### src/rtl/sma_pkg.sv
// Shared types and constants for the SMA output reader.
// Latency: n/a (declarations only).
// Backpressure: n/a.
package sma_pkg;

    localparam int DATA_W  = 32;
    localparam int SEL_MAX = 15;
    localparam int CNT_W   = 17;
    localparam int DEC_W   = 16;
    localparam int SEL_W   = 4;
    localparam int TAG_W   = 4;

    typedef enum logic {
        PRIME = 1'b0,
        RUN   = 1'b1
    } state_t;

    // Strobes needed to fill a window of 2^sel samples, plus the averager's
    // two-stage window register delay before its output reflects the new window.
    function automatic logic [CNT_W-1:0] prime_target(input logic [SEL_W-1:0] sel);
        return (CNT_W'(1) << sel) + CNT_W'(2);
    endfunction

endpackage

### src/rtl/sma_rd_fifo2.sv
// Two-entry registered FIFO; head is always a register output.
// Latency: push visible at head one cycle later when empty.
// Backpressure: push while full without pop is ignored (caller flags the drop).
module sma_rd_fifo2 #(
    parameter int WIDTH = 32
) (
    input  logic             clk,
    input  logic             rst_n,
    input  logic             push,
    input  logic [WIDTH-1:0] push_data,
    input  logic             pop,
    output logic [WIDTH-1:0] head,
    output logic             full,
    output logic             empty
);

    logic [WIDTH-1:0] ent0;
    logic [WIDTH-1:0] ent1;
    logic [1:0]       count;
    logic             do_pop;

    assign do_pop = pop & (count != 2'd0);
    assign empty  = (count == 2'd0);
    assign full   = (count == 2'd2);
    assign head   = ent0;

    // Storage update; ent0 is never cleared on pop so the last value stays visible.
    always_ff @(posedge clk) begin
        if (!rst_n) begin
            ent0  <= '0;
            ent1  <= '0;
            count <= 2'd0;
        end else begin
            case (count)
                2'd0: begin
                    if (push) begin
                        ent0  <= push_data;
                        count <= 2'd1;
                    end
                end
                2'd1: begin
                    if (push && do_pop) begin
                        ent0 <= push_data;
                    end else if (push) begin
                        ent1  <= push_data;
                        count <= 2'd2;
                    end else if (do_pop) begin
                        count <= 2'd0;
                    end
                end
                default: begin
                    // Full: a simultaneous pop frees the slot the push needs.
                    if (do_pop) begin
                        ent0 <= ent1;
                        if (push) begin
                            ent1 <= push_data;
                        end else begin
                            count <= 2'd1;
                        end
                    end
                end
            endcase
        end
    end

endmodule

### src/rtl/sma_out_reader.sv
// SMA output reader: gates output until the window is primed, decimates, buffers 2 deep.
// Latency: pushing strobe at cycle t gives o_valid at t+1 when the buffer was empty.
// Backpressure: i_ready stalls the 2-entry buffer; pushes into a full, non-popping buffer drop and set o_overflow.
// Optional: define SMA_RD_TAG_EN to add o_tag (window select captured per sample).
module sma_out_reader
    import sma_pkg::*;
(
    input  logic              i_clk,
    input  logic              i_rst_n,
    input  logic              i_update_strobe,
    input  logic [DATA_W-1:0] i_data,
    input  logic [31:0]       i_window_sel,
    input  logic [DEC_W-1:0]  i_decim,
    output logic [DATA_W-1:0] o_data,
    output logic              o_valid,
    input  logic              i_ready,
    output logic              o_primed,
    output logic              o_overflow,
`ifdef SMA_RD_TAG_EN
    output logic [TAG_W-1:0]  o_tag,
`endif
    input  logic              i_clr_ovf
);

`ifdef SMA_RD_TAG_EN
    localparam int FW = DATA_W + TAG_W;
`else
    localparam int FW = DATA_W;
`endif

    logic [SEL_W-1:0] sel_eff;
    logic [SEL_W-1:0] sel_q;
    logic             win_chg;
    state_t           state;
    state_t           state_nx;
    logic [CNT_W-1:0] pcnt;
    logic [CNT_W-1:0] pcnt_nx;
    logic [DEC_W-1:0] dcnt;
    logic [DEC_W-1:0] dcnt_nx;
    logic [DEC_W-1:0] dec_q;
    logic [DEC_W-1:0] dec_nx;
    logic             ovf;
    logic             ovf_nx;
    logic             push;
    logic             pop;
    logic             full;
    logic             empty;
    logic [FW-1:0]    push_data;
    logic [FW-1:0]    head;

    // Clamp the requested window to the largest supported one.
    always_comb begin
        sel_eff = SEL_W'(SEL_MAX);
        if (i_window_sel <= 32'(SEL_MAX)) begin
            sel_eff = i_window_sel[SEL_W-1:0];
        end
    end

    // Track the window select even during reset so the first post-reset cycle
    // does not look like a window change and swallow a strobe.
    always_ff @(posedge i_clk) begin
        sel_q <= sel_eff;
    end

    assign win_chg = (sel_eff != sel_q);

    // FSM next state, priming/decimation counters, buffer push and overflow.
    always_comb begin
        state_nx = state;
        pcnt_nx  = pcnt;
        dcnt_nx  = dcnt;
        dec_nx   = dec_q;
        push     = 1'b0;
        if (win_chg) begin
            state_nx = PRIME;
            pcnt_nx  = '0;
        end else if (i_update_strobe) begin
            case (state)
                PRIME: begin
                    if (pcnt == prime_target(sel_q) - CNT_W'(1)) begin
                        state_nx = RUN;
                        pcnt_nx  = '0;
                        dcnt_nx  = '0;
                        dec_nx   = i_decim;
                    end else begin
                        pcnt_nx = pcnt + CNT_W'(1);
                    end
                end
                default: begin
                    if (dcnt == dec_q) begin
                        push    = 1'b1;
                        dcnt_nx = '0;
                        dec_nx  = i_decim;
                    end else begin
                        dcnt_nx = dcnt + DEC_W'(1);
                    end
                end
            endcase
        end
        ovf_nx = ovf;
        if (push && full && !pop) begin
            ovf_nx = 1'b1;
        end else if (i_clr_ovf) begin
            ovf_nx = 1'b0;
        end
    end

    // State and counter registers.
    always_ff @(posedge i_clk) begin
        if (!i_rst_n) begin
            state <= PRIME;
            pcnt  <= '0;
            dcnt  <= '0;
            dec_q <= '0;
            ovf   <= 1'b0;
        end else begin
            state <= state_nx;
            pcnt  <= pcnt_nx;
            dcnt  <= dcnt_nx;
            dec_q <= dec_nx;
            ovf   <= ovf_nx;
        end
    end

`ifdef SMA_RD_TAG_EN
    assign push_data = {sel_q, i_data};
    assign o_tag     = head[FW-1:DATA_W];
`else
    assign push_data = i_data;
`endif

    assign pop        = o_valid & i_ready;
    assign o_valid    = ~empty;
    assign o_data     = head[DATA_W-1:0];
    assign o_primed   = (state == RUN);
    assign o_overflow = ovf;

    sma_rd_fifo2 #(
        .WIDTH (FW)
    ) u_fifo (
        .clk       (i_clk),
        .rst_n     (i_rst_n),
        .push      (push),
        .push_data (push_data),
        .pop       (pop),
        .head      (head),
        .full      (full),
        .empty     (empty)
    );

endmodule

### config.mk
export PLATFORM = sky130hd
export DESIGN_NAME = sma_out_reader
export DESIGN_NICKNAME = d
export VERILOG_FILES = /design/src/rtl/sma_pkg.sv /design/src/rtl/sma_rd_fifo2.sv /design/src/rtl/sma_out_reader.sv
export SDC_FILE = /design/constraint.sdc
export NUM_CORES = 1
export LEC_CHECK = 0
export ABC_AREA = 1
export CAP_MARGIN = 20
export CORE_ASPECT_RATIO = 0.9
export CORE_MARGIN = 2
export CORE_UTILIZATION = 26
export DETAILED_ROUTE_END_ITERATION = 6
export MAX_ROUTING_LAYER = met4
export PLACE_DENSITY = 0.45
export SYNTH_ARGS = -nofsm -noshare
export SYNTH_HDL_FRONTEND = slang
export SYNTH_SLANG_ARGS = --single-unit
### constraint.sdc
create_clock -name i_clk -period 4.3 [get_ports i_clk]
set_input_delay 0.645 -clock i_clk [delete_from_list [all_inputs] [get_ports i_clk]]
set_output_delay 0.645 -clock i_clk [all_outputs]
set_load 0.01 [all_outputs]
---- After elaboration in Yosys (flattened, before gate mapping) ----
Cells that the tools add are included.
storage, ports and cells
  bits in registers ....................... 121
  input bits .............................. 85
  word-level logic and storage cells ...... 80
operators by class
  add/sub/neg operators ................... 4
  magnitude comparators ................... 1
  equality and inequality tests ........... 11
  shift-type cells ........................ 1
  muxes and demuxes ....................... 31
  bitwise gates (word level) .............. 6
  reduce and logical (&&, ||, !) cells .... 17
operator list
  kind                     number
  $mux W32                 6
  $pmux W32 S2             2
  $mux W16                 6
  $le A32 B4 Y1 const B    1
  $add A17 B1 Y17 const B  1
  $add A17 B3 Y17 const B  1
  $eq A17 B17 Y1           1
  $mux W17                 1
  $shl A1 B4 Y17 const A   1
  $sub A17 B1 Y17 const B  1
  $add A16 B1 Y16 const B  1
  $eq A16 B16 Y1           1
  $mux W2                  6
  $reduce_and A3 Y1        3
  $mux W1                  8
  $reduce_bool A2 Y1       4
  $ne A2 B1 Y1 const B     3
  $reduce_and A5 Y1        1
  $mux W4                  1
  $ne A4 B4 Y1             1
  $not A1 Y1               4
  $pmux W2 S2              1
  $reduce_and A4 Y1        1
  $logic_and A1 B1 Y1      3
  other kinds (11)         12

---- Logic depth before layout (Yosys ltp) ----
Gate-level depths: netlist (run 1).
  word-level depth ........................ 8
  gate-level depth with buffers ........... 18
  depth with buffers taken out ............ 16

---- Modules after synthesis ----
A second synthesis (run 1) with hierarchy kept.
unflattened totals
  cell total of the unflattened synthesis .. 1118
  area total of the unflattened synthesis .. 6890.4 um2
modules (own cells, without submodules)
  module          instances  cells an instance  area each (um2)
  sma_out_reader  1          614                3757.4
  sma_rd_fifo2    1          504                3133.0

---- Worst setup path after synthesis (run 1) ----
OpenSTA, ideal clock, no wires.
  path type ............................... flip-flop to flip-flop
  start ................................... register sel_q[1]
  end ..................................... register dcnt[15]
  arrival time ............................ 2138 ps
  required time ........................... 4188 ps
  path slack .............................. 2050 ps
  stages on the path, launching flop included .. 18
  buffers on the path ..................... 3
  clock period less this slack ............ 2250 ps
  cells stage by stage .................... dfxtp_1 -> buf_4 -> nor2_4 -> nand3_1 -> inv_1 -> ha_1 -> xnor2_1 -> nand3_1 -> nor2_1 -> nand3_1 -> nor2_1 -> nand3_2 -> nand2_2 -> buf_6 -> nand2_4 -> buf_6 -> a21oi_2 -> nor2_1
between the ends
  longest elaborated chain between the ends .. 6
  elaborated cells on any way between the ends .. 8
  those cells by class .................... add/sub: 2; eq/ne: 2; shift: 1; bitwise: 1; reduce/logical: 2
ends and longest elaborated chain
  element                                 line                   RTL
  from (decl)                             sma_out_reader.sv:32   logic [SEL_W-1:0] sel_q;
  from (signal assigned)                  sma_out_reader.sv:62   sel_q <= sel_eff;
  $shl A1 B4 Y17                          sma_pkg.sv:21          return (CNT_W'(1) << sel) + CNT_W'(2);
  $add A17 B3 Y17                         sma_pkg.sv:21
  $sub A17 B1 Y17                         sma_out_reader.sv:80   if (pcnt == prime_target(sel_q) - CNT_W'(1)) begin
  $eq A17 B17 Y1                          sma_out_reader.sv:80
  $reduce_bool A2 Y1 (no source line)     -
  $reduce_and A3 Y1 (no source line) (*)  -
  to (signal assigned)                    sma_out_reader.sv:119  dcnt <= dcnt_nx;
  to (decl)                               sma_out_reader.sv:38   logic [DEC_W-1:0] dcnt;
Mark *: on every way between the ends. The rest lies on a longest branch, timed or not.
A chain may end at the register's enable or synchronous reset.

---- Worst setup path in the final report (run 1) ----
  start ................................... register sel_q[2]
  end ..................................... register dec_q[9]
between the ends
  longest elaborated chain between the ends .. 6
  elaborated cells on any way between the ends .. 8
  those cells by class .................... add/sub: 2; eq/ne: 2; shift: 1; bitwise: 1; reduce/logical: 2
ends and longest elaborated chain
  element                                 line                   RTL
  $shl A1 B4 Y17                          sma_pkg.sv:21
  $add A17 B3 Y17                         sma_pkg.sv:21
  $sub A17 B1 Y17                         sma_out_reader.sv:80
  $eq A17 B17 Y1                          sma_out_reader.sv:80
  $reduce_bool A2 Y1 (no source line)     -
  $reduce_and A4 Y1 (no source line) (*)  -
  to (signal assigned)                    sma_out_reader.sv:120  dec_q <= dec_nx;
  to (decl)                               sma_out_reader.sv:40   logic [DEC_W-1:0] dec_q;
Marks and branches as above.

==> results of run 1 <==
worst max-delay path, stage by stage (launching register included):
cell and delay [ps]:
dfxtp_1 550, inv_4 120, nand3_1 140, nor2_1 60, ha_1 280, xnor2_1 140, nand3_1 100, nor2_1 80
nand3_1 70, nor2_1 160, nand3_2 130, nand2_2 260, nand3_4 350, nor2_1 220, nor2_1 60
Yosys cell counts:
library cell	count
clkbuf_1	22
nand2_4	2
o21ai_1	4
buf_6	11
nand4_1	15
buf_4	3
a21o_1	1
nand2_1	317
xnor2_1	16
nand2_2	5
nor2_1	231
nand3_4	2
o21a_1	1
nor3_1	9
inv_1	140
nand3b_1	2
nor2_4	2
xor2_1	11
inv_2	4
a21oi_1	21
ha_1	3
nand3_2	3
or2_2	1
o21ai_0	45
a31o_2	1
nor2_2	7
inv_4	1
nor4_1	2
nor3b_1	16
dfxtp_1	121
a21oi_2	1
o21ai_2	1
nand3_1	43
buf_2	11
layout make-up:
cell class | count | area (um^2)
fillers | 2772 | 16500
multi-input cells | 762 | 3420
flip-flops and latches | 121 | 2420
repair buffers | 123 | 1220
inverters | 145 | 547
well taps | 342 | 428
clock buffers | 17 | 425
clock inverters | 15 | 191
registers in the layout (all words and copies together) (netlist names):
register and flops:
dec_q 16, dcnt 16, o_primed 1, sel_q 4, pcnt 17, u_fifo.head 32
o_overflow 1, u_fifo.ent1 32, u_fifo.count 2
final timing paths:
| check | from | end | slack, ps |
|---|---|---|---|
| setup / recovery | sel_q[2] | dec_q[9] | 1440 |
| hold / removal | o_overflow | o_overflow | 480 |
| setup reg to reg | sel_q[2] | dec_q[9] | 1440 |
| hold reg to reg | o_overflow | o_overflow | 480 |
where the power goes:
| group | switching (W) | internal, W | leakage (nW) |
|---|---|---|---|
| Clock | 0.000579 | 0.000925 | 0.297 |
| Sequential | 0.00000218 | 0.00112 | 0.975 |
| Combinational | 0.0000554 | 0.0000814 | 2.72 |
through the flow:
stage          std cells  hold WS, ps  instance area [um^2]  worst slack (ps)
2_1_floorplan       1075          470                  6670              2050
3_3_place_gp        1493          464                  8030              1120
3_5_place_dp        1493          471                  8030              1120
4_1_cts             1525          480                  8650              1410
5_1_grt             1525          501                  8650              1060
6_report            1525          482                  8650              1440
kinds of logic (layout without fill, tap and decap cells):
kind of cell	after synthesis	count (layout)	share of synthesized area
buf+inv	192	300	0.125
compound gates	75	75	0.0587
flops	121	121	0.363
fa+ha+maj	3	3	0.00563
xor+xnor	27	27	0.0355
simple gates	657	657	0.412
routing by layer:
metal | track usage | up-vias | share of wire | wire length [um]
li1 | - | 3459 | - | -
met1 | 0.177 | 2656 | 0.51 | 8610
met2 | 0.201 | 107 | 0.43 | 7310
met3 | 0.0373 | 10 | 0.052 | 875
met4 | 0.0355 | 0 | 0.0070 | 118
met5 | - | - | 0 | 0
==> results.json, run 1 <==
{
  "peakVddDrop_v": 0.000240,
  "cellLeakagePower_nw": 3.99,
  "synth_warnings": 0,
  "finalSetupViolCount": 0,
  "die_h_um": 156,
  "cts_root_buf": "clkbuf_16",
  "cts.htree.levels": 4,
  "diodes": 0,
  "critical_path_class": "register to register",
  "io_buffers": 119,
  "cp.arrival_ps": 3170,
  "power_w": 0.00277,
  "drv_cap": 0,
  "fmax_ghz": 0.349,
  "grt_pass1_vias": 5816,
  "maxSlewViolCount": 0,
  "period_minus_slack_ps": 2860,
  "drt_iter0_markers": 307,
  "globalRouteTotalUtil": 0.134,
  "wirelength_um": 16900,
  "reg2reg_depth": 14,
  "cts_tree": "done",
  "layout-drive-gt1-share": 0.0575,
  "dr.pass1.iters": 5,
  "syn_area_per_cell_um2": 6.20,
  "syn_inst": 1075,
  "grt_max_degree": 79,
  "start_util": 0.265,
  "die_area_um2": 26900,
  "finClkSkew_ps": 10.5,
  "cts_buffer_depth": 2,
  "post_cts_buffers": 0,
  "seq_area_frac_synth": 0.363,
  "hold_violations": 0,
  "antenna_found_initial": 0,
  "clkTransAtPathRegs_ps": 60,
  "hp-class": "register to register",
  "hold_depth": 2,
  "grt_pass1_wl_um": 28700,
  "gp_congestion": 0.773,
  "insertion_delay_ps": 420,
  "final_common_cell": "nand2_1",
  "yosys.area.top_type_share": 0.363,
  "layout_common_cells": "nand2_1, nor2_1, inv_1",
  "final_util": 0.343,
  "ys_seq_elements": 121,
  "required_ps": 4610,
  "core_um2": 25200,
  "power.density_nw_per_um2": 320,
  "ant_nets": 0,
  "rows": 55,
  "rsz0062_at_grt": "false",
  "setup_tns_ps": 0,
  "routedWlPerCell_um": 11.1,
  "fp.dieW_um": 173,
  "numCtsBuffers": 17,
  "place_hpwl_um": 11700,
  "cp_max_fo": 33,
  "max_slew_margin": 0.409,
  "nNetsFinal": 1258,
  "synth_area_leaders": "dfxtp_1, nand2_1, nor2_1",
  "ys_types": 34,
  "synthesis.area_um2": 6670,
  "yosysTopAreaCell": "dfxtp_1",
  "io-pin-count": 120,
  "overflow": 0,
  "vias": 6232,
  "drc": 0,
  "hold_buffers": 0,
  "post-route-period-util": 0.666,
  "cts_resized": 0,
  "crit_path_start_kind": "register",
  "syn_nets": 1163,
  "end_kind": "register",
  "worst_pin_slew_ps": 887,
  "outcome": "complete, no violations",
  "cts_sinks": 121,
  "routed_via_density": 4.09,
  "area_growth_pct": 29.7
}
Note: power is estimated with default switching activity, not from simulation.
==> inputs of run 2 (changes only) <==
--- a/config.mk
+++ b/config.mk
@@ -12,7 +12,7 @@
 export CORE_UTILIZATION = 26
 export DETAILED_ROUTE_END_ITERATION = 6
 export MAX_ROUTING_LAYER = met4
-export PLACE_DENSITY = 0.45
+export PLACE_DENSITY = 0.47
 export SYNTH_ARGS = -nofsm -noshare
 export SYNTH_HDL_FRONTEND = slang
 export SYNTH_SLANG_ARGS = --single-unit
==> constraint.sdc (replaced) <==
create_clock -name i_clk -period 2.4 [get_ports i_clk]
set_input_delay 0.36 -clock i_clk [delete_from_list [all_inputs] [get_ports i_clk]]
set_output_delay 0.36 -clock i_clk [all_outputs]
set_load 0.01 [all_outputs]
==> results.json, run 2 (synthesis results as in run 1) <==
{
  "final_util": 0.362,
  "combPwrFrac": 0.052,
  "cts_root_buf": "clkbuf_16",
  "die_h_um": 156,
  "core_um2": 25200,
  "numCtsBuffers": 17,
  "fmax_ghz": 0.449,
  "grt_pass1_wl_um": 29500,
  "antenna_found_initial": 0,
  "start_util": 0.265,
  "ant_nets": 0,
  "routedWlPerCell_um": 11.2,
  "io_buffers": 119,
  "globalRouteTotalUtil": 0.138,
  "drt_iter0_markers": 321,
  "critPathMaxStageDelay_ps": 390,
  "power.density_nw_per_um2": 542,
  "gp_congestion": 0.803,
  "diodes": 0,
  "dr.pass1.iters": 5,
  "end_kind": "register",
  "hp-class": "primary input to register",
  "p_switching_w": 0.00112,
  "path_buf_inv": 2,
  "hold_buffers": 0,
  "peakVddDrop_v": 0.000441,
  "vias": 6411,
  "clkTransAtPathRegs_ps": 60,
  "p_int_w": 0.00383,
  "required_ps": 2710,
  "cts_sinks": 121,
  "place_hpwl_um": 12400,
  "power_w": 0.00495,
  "cp_top_family": "simple AND/OR/NAND/NOR gates",
  "finalSetupViolCount": 0,
  "cts_buffer_depth": 2,
  "max_slew_margin": 0.681,
  "swShare": 0.226,
  "worst_pin_slew_ps": 479,
  "cts.htree.levels": 4,
  "cts_tree": "done",
  "maxSlewViolCount": 0,
  "cpMaxStageDelayCell": "clkdlybuf4s50_1",
  "grt_pass1_vias": 5955,
  "hold_violations": 0,
  "die_area_um2": 26900,
  "layout-drive-gt1-share": 0.101,
  "layout.cells.non_filler": 1568,
  "cp.arrival_ps": 2540,
  "rsz0062_at_grt": "true",
  "drv_cap": 0,
  "crit_path_frequent_cell": "nand2_1",
  "p_seq_frac": 0.407,
  "area_growth_pct": 36.9,
  "wirelength_um": 17600,
  "crit_path_start_kind": "primary input",
  "overflow": 0,
  "post-route-period-util": 0.928,
  "insertion_delay_ps": 420,
  "finClkSkew_ps": 11.5,
  "fp.dieW_um": 173,
  "drc": 0,
  "dp.cells": 1533,
  "routed_via_density": 4.09,
  "period_minus_slack_ps": 2230,
  "power.share.clock": 0.541,
  "final_common_cell": "nand2_1",
  "grt_max_degree": 90,
  "nNetsFinal": 1301,
  "layout_common_cells": "nand2_1, nor2_1, inv_1",
  "outcome": "complete, no violations",
  "cp_max_fo": 7,
  "rows": 55,
  "io-pin-count": 120,
  "setup_tns_ps": 0,
  "regToRegSetupSlack_ps": 190,
  "crit_path_cell_trace": "clkdlybuf4s50_1, nor2_1, nand2_1, nor2_1, nand2_1, nor2_4, nand2_2, nand2_1, nand2_1, nor2_4, nand2_2, nor2_2, o21ai_4, buf_4, nor3b_1",
  "cellLeakagePower_nw": 4.23,
  "critical_path_class": "primary input to register"
}
-- run 2: path summary, 6_finish.rpt --
check,start,depth (start not counted),endpoint
min reg2reg,o_overflow,2,o_overflow
max reg2reg,sel_q[1],16,dcnt[14]
min,i_rst_n,4,u_fifo.count[0]
max,i_window_sel[28],15,pcnt[2]
-- run 2: power by group through the flow --
stage          Sequential, W  Clock [W]  Combinational (W)
5_1_grt              0.00201    0.00285           0.000284
6_report             0.00201    0.00268           0.000257
2_1_floorplan        0.00206          0          0.0000823
3_5_place_dp         0.00206          0           0.000255
4_1_cts              0.00201    0.00276           0.000256
3_3_place_gp         0.00206          0           0.000254
-- run 2: what timing repair did --
action / 4_1_cts / 5_1_grt
resized for setup: 2 / 22
pin swaps: 0 / 4
endpoints found under the setup margin: 4 / 72
buffers inserted: 0 / 3
-- run 2: area by class of cell --
class                           count  area [um^2]
Clock buffer                       18          439
Clock inverter                     14          173
Fill cell                        2725        16100
Inverter                          145          549
Multi-Input combinational cell    762         3480
Sequential cell                   121         2430
Tap cell                          342          428
Timing Repair Buffer              166         1630
-- run 2: tightest hold or removal path: stages --
cell	delay, ps
buf_4	120
buf_12	190
nand2_1	110
nor2_1	30
-- run 2: layer usage --
layer,up-vias,GRT usage,part of all wire
met1,2761,0.180,0.50
met2,106,0.209,0.43
li1,3530,-,-
met5,-,-,0
met3,14,0.0422,0.057
met4,0,0.0355,0.0090
-- run 2: per-stage QoR --
step / hold slack, ps / cell area [um^2] / setup slack (ps)
finish: 436 / 9130 / 173
global route: 482 / 9130 / -55.4
CTS: 435 / 9040 / 4.20
detailed placement: 465 / 8420 / -310
global placement: 462 / 8420 / -307
floorplan: 470 / 6670 / 150
